<file path="src/rtl/serial_subtractor.sv">
// Bit-serial subtractor: D = A - B - Bi, one bit per clock, LSB first.
// A single full-subtractor cell feeds a registered borrow flop; operands are
// loaded with a START/BUSY/VALID/ACK handshake.
// Optional feature: define SERIAL_SUB_OVF_EN to add the signed-overflow output V.
module serial_subtractor #(
    parameter int WIDTH = 8
) (
    input  logic             CLK,
    input  logic             RST_N,
    input  logic             START,
    input  logic [WIDTH-1:0] A,
    input  logic [WIDTH-1:0] B,
    input  logic             Bi,
    input  logic             ACK,
    output logic             BUSY,
    output logic             VALID,
    output logic [WIDTH-1:0] D,
`ifdef SERIAL_SUB_OVF_EN
    output logic             Bo,
    output logic             V
`else
    output logic             Bo
`endif
);

    localparam int CNT_W = $clog2(WIDTH);
    localparam logic [CNT_W-1:0] LAST_BIT = CNT_W'(WIDTH - 1);

    typedef enum logic [1:0] {
        IDLE = 2'd0,
        RUN  = 2'd1,
        DONE = 2'd2
    } state_t;

    state_t           state_q, state_d;
    logic [WIDTH-1:0] sa_q, sa_d;
    logic [WIDTH-1:0] sb_q, sb_d;
    logic [WIDTH-1:0] dsr_q, dsr_d;
    logic [CNT_W-1:0] cnt_q, cnt_d;
    logic             br_q, br_d;
    logic             bo_q, bo_d;

    // Full-subtractor cell operating on the current LSBs and the stored borrow.
    logic cell_a, cell_b, cell_d, cell_br;

    always_comb begin
        cell_a  = sa_q[0];
        cell_b  = sb_q[0];
        cell_d  = cell_a ^ cell_b ^ br_q;
        cell_br = (~cell_a & cell_b) | (~(cell_a ^ cell_b) & br_q);
    end

`ifdef SERIAL_SUB_OVF_EN
    logic v_q, v_d;
    logic cell_v;

    // On the last RUN edge the cell sees the operand MSBs and produces the result MSB.
    always_comb begin
        cell_v = (cell_a != cell_b) && (cell_d != cell_a);
    end
`endif

    // Next-state and datapath update for the IDLE/RUN/DONE sequence.
    always_comb begin
        // NOTE: every signal gets a default first so no path leaves it unassigned (no latch).
        state_d = state_q;
        sa_d    = sa_q;
        sb_d    = sb_q;
        dsr_d   = dsr_q;
        cnt_d   = cnt_q;
        br_d    = br_q;
        bo_d    = bo_q;
`ifdef SERIAL_SUB_OVF_EN
        v_d     = v_q;
`endif
        case (state_q)
            IDLE: begin
                if (START) begin
                    sa_d    = A;
                    sb_d    = B;
                    br_d    = Bi;
                    cnt_d   = '0;
                    dsr_d   = '0;
                    state_d = RUN;
                end
            end
            RUN: begin
                sa_d  = sa_q >> 1;
                sb_d  = sb_q >> 1;
                br_d  = cell_br;
                dsr_d = {cell_d, dsr_q[WIDTH-1:1]};
                cnt_d = cnt_q + 1'b1;
                if (cnt_q == LAST_BIT) begin
                    bo_d    = cell_br;
`ifdef SERIAL_SUB_OVF_EN
                    v_d     = cell_v;
`endif
                    state_d = DONE;
                end
            end
            DONE: begin
                if (ACK) begin
                    state_d = IDLE;
                end
            end
            default: state_d = IDLE;
        endcase
    end

    // State and datapath registers with synchronous active-low reset.
    always_ff @(posedge CLK) begin
        // NOTE: sequential state uses non-blocking assignments so all registers update together.
        if (!RST_N) begin
            state_q <= IDLE;
            sa_q    <= '0;
            sb_q    <= '0;
            dsr_q   <= '0;
            cnt_q   <= '0;
            br_q    <= 1'b0;
            bo_q    <= 1'b0;
`ifdef SERIAL_SUB_OVF_EN
            v_q     <= 1'b0;
`endif
        end else begin
            state_q <= state_d;
            sa_q    <= sa_d;
            sb_q    <= sb_d;
            dsr_q   <= dsr_d;
            cnt_q   <= cnt_d;
            br_q    <= br_d;
            bo_q    <= bo_d;
`ifdef SERIAL_SUB_OVF_EN
            v_q     <= v_d;
`endif
        end
    end

    // Outputs are decoded straight from registers only.
    always_comb begin
        BUSY  = (state_q == RUN);
        VALID = (state_q == DONE);
        D     = dsr_q;
        Bo    = bo_q;
`ifdef SERIAL_SUB_OVF_EN
        V     = v_q;
`endif
    end

endmodule

</file>
<file path="config.mk">
export PLATFORM = sky130hd
export DESIGN_NAME = serial_subtractor
export DESIGN_NICKNAME = d
export VERILOG_FILES = /design/src/rtl/serial_subtractor.sv
export SDC_FILE = /design/constraint.sdc
export NUM_CORES = 1
export LEC_CHECK = 0
export ABC_AREA = 0
export BUFFER_PORTS_ARGS = -buffer_cell sky130_fd_sc_hd__buf_2
export CORE_UTILIZATION = 55
export CTS_CLUSTER_SIZE = 20
export DETAILED_ROUTE_END_ITERATION = 7
export GPL_TIMING_DRIVEN = 0
export PLACE_DENSITY = 0.82
export SETUP_SLACK_MARGIN = 0.1
export SYNTH_ARGS = -nofsm -noshare
export SYNTH_HDL_FRONTEND = slang
export SYNTH_SLANG_ARGS = --single-unit
</file>
<file path="constraint.sdc">
create_clock -name CLK -period 3.8 [get_ports CLK]
set_clock_uncertainty 0.15 [all_clocks]
set_input_delay 0.38 -clock CLK [delete_from_list [all_inputs] [get_ports CLK]]
set_output_delay 0.38 -clock CLK [all_outputs]
set_load 0.02 [all_outputs]
</file>
==> run metrics <==
Routed Antenna Nets 0; clk slew on worst S/H paths 0.10 ns; 1st-pass router iterations 4; Synth Instances ~140; Sw Ratio between 20 and 25%; CTS Buf Count 5; P_leak 0.0006842 µW; synth-to-layout area growth 22.02%; drt initial violations 26; diode count 0; Yosys cell types 23; htree depth 2; Post-synth EDFFs 0; share of cells above drive strength 1 approximately 28%; non-filler cells, final approximately 200; critical path class flip-flop to primary output; # DRC 0; final-report setup violation count 0; CTS Root Cell clkbuf_4; Peak VDD IR between 300 and 400 µV; DP Worst Slack between 2 and 2.5 ns; Tot Pwr a little over 700 µW; fmax between 0.4 and 0.5 GHz; P_sw between 150 and 200 µW; worst r2r src state_q[1]$_SDFFE_PN0P_; vias between 1000 and 1500; synthesis-stage register bit count 31; Sink Count 31; Crit. End Element primary output; Hold Crit Endpoint sb_q[0]$_SDFFE_PN0P_; Critical Path Start Type flip-flop; slowest CP cell dfxtp_1; Flop pwr share about half; clk_lat worst skew approximately 0.34 ns; worst path arrival time 1.64 ns; deepest clock path buffer count 2; async set or reset register ratio after synthesis 0%; initial antenna violation count 0; fin. max-slew vios 0; Buf/Inv on CP 3; I/O pins 32; worst r2r dst D[4]$_SDFFE_PN0P_; Post-CTS Setup Inserts 0; origin of the worst min-delay path RST_N; Hold Path Cell Cnt 3; final core occ 74.69%; FP Rows 16; Net count, final 197; Tcrit/Tclk final a little under three fifths; unrepaired setup endpoints after global routing no; part of the power in combinational logic a little under an eighth; GP Congestion ~0.76; top cells by area, synth dfxtp_1 50%, nor2_1 12%, o221ai_1 9.8%; Synth Cell Area approximately 0.0012 mm²; Pint 535.3 µW; met1 GRT Util 27.27%; Slew @ Worst Pin about 0.45 ns; largest net degree at the start of global routing 11; cts hold-fix bufs 0; Synth Flop Type dfxtp_1; vias in the first global route slightly above 1000; drt wl/cell between 10 and 15 µm; cell family with most CP delay buffers and inverters; gr usage total ~24%; dpl hpwl 1840 µm; Worst path max stage delay 0.39 ns; met3 usage under 10%; core area about 0.002 mm²; Initial Utilization approximately three fifths; Tmin final around 2.2 ns; type of the most critical hold path input port to flip-flop; Overflow after GRT 0; CTS tree built; Power Dens Cells roughly 460 mW/mm²; Setup TNS Final 0 ns; relative slew slack about 70%; drt via density around 5.6; net count after synthesis approximately 160; Hold Fails Final Rpt 0; area of the multi-input gates approximately 550 µm²; cell taking the most area after synthesis dfxtp_1; CP required 3.27 ns; most used cell, CP buf_2; Top Usage Layer GRT met2; full die area 0.002467 mm²; top-area cell type share of the netlist area 49.65%; DP Cell Count about 190; Die Ht around 50 µm; met2 usage approximately two fifths; FF+latch area ~620 µm²; first-pass GRT wire length approximately 4400 µm; MaxCap Viol Count 0; Worst R2R Path Depth 5; DRT Wirelength between 2000 and 3000 µm; worst path cell trace nand2b_1, inv_1, buf_2, buf_2; status finished, final reports clean; post-cts sizing count 0; Die W ~50 µm; CP Max Fanout 10; fill count 158; Synth warnings 0; r2r setup slk approximately 2.2 ns; final worst setup slack approximately 1.6 ns; Clk pwr share about two fifths; sequential element share of the synthesized area 49.65%; Port Buffers 31; Critical Path Start state_q[1]$_SDFFE_PN0P_; Syn Area/Cell about 9 µm²
[metrics by stage]
| step | hold slack, ns | cell area (µm²) |
|---|---|---|
| after CTS | 0.1617 | 1525 |
| final | 0.1784 | 1525 |
| after global placement | 0.2999 | 1439 |
| after floorplan | 0.2907 | 1250 |
| after global routing | 0.1783 | 1525 |
| after detailed placement | 0.3084 | 1439 |
[placed cells by master (no fill, tap or decap), types with 2 or more instances in the layout]
cell	netlist	layout
nor2_1	40	40
buf_2	4	35
dfxtp_1	31	31
o221ai_1	14	14
a22oi_1	11	11
inv_1	6	6
clkbuf_4	0	5
clkbuf_1	4	4
a21oi_1	4	4
buf_6	2	2
or4bb_2	2	2
o21ai_0	2	2
mux2i_1	2	2
a211oi_1	2	2
ha_1	2	2
[logic make-up after synthesis]
kind of cell	count (synthesis)	share of synthesized area, %
adder cells (fa/ha/maj)	3	3.603
AO/OA/AOI/OAI	36	22.12
multiplexers	2	1.602
buffers and inverters	17	6.706
AND/OR/NAND/NOR	46	16.32
flip-flops	31	49.65
[layer usage]
layer / wire length (µm) / up-vias
li1: - / 562
met1: 1121 / 514
met2: 1227 / 34
met3: 141 / 7
met4: 59 / 0
met5: 0 / -
[final cells by class]
type	count	share of cell area, %
clock inverter	2	2.297
buffer	10	3.774
sequential	31	40.69
clock buffer	6	3.363
timing repair buffer	31	10.17
tap	27	2.215
inverter	7	1.723
multi-input combinational	87	35.77
[Yosys cell counts (all sizes together), types with 2 or more instances]
cell type  count
nor2          40
dfxtp         31
o221ai        14
a22oi         11
buf            6
inv            6
a21oi          4
clkbuf         4
a211oi         2
ha             2
mux2i          2
o21ai          2
or4bb          2
[state kept, by name, summed over array words and instances (netlist names)]
signal   flops
state_q      2
sa_q         8
cnt_q        3
br_q         1
sb_q         8
Bo           1
D            8
[worst max path at each step]
stage,end,slack (ns),cells past startpoint
after floorplan,sa_q[2]$_SDFFE_PN0P_,2.29,6
after global placement,BUSY,2.05,4
after detailed placement,BUSY,2.02,4
after CTS,BUSY,1.64,4
after global routing,BUSY,1.52,4
final,BUSY,1.63,4
[worst register-to-register path: stages, from the launching register on]
cell      delay (ns)
dfxtp_1         0.48
nand2b_1        0.27
inv_1           0.15
buf_2           0.21
a22oi_1         0.20
nor2_1          0.06
[power by group through the flow]
stage / clock (µW) / combinational (µW) / sequential [µW]
finish: 269 / 81.6 / 355
global route: 286 / 90.9 / 356
CTS: 274 / 81.7 / 354
detailed placement: 0 / 81.2 / 362
global placement: 0 / 78.6 / 361
floorplan: 0 / 55.5 / 360
No activity file was read; power rests on OpenSTA's default activity.
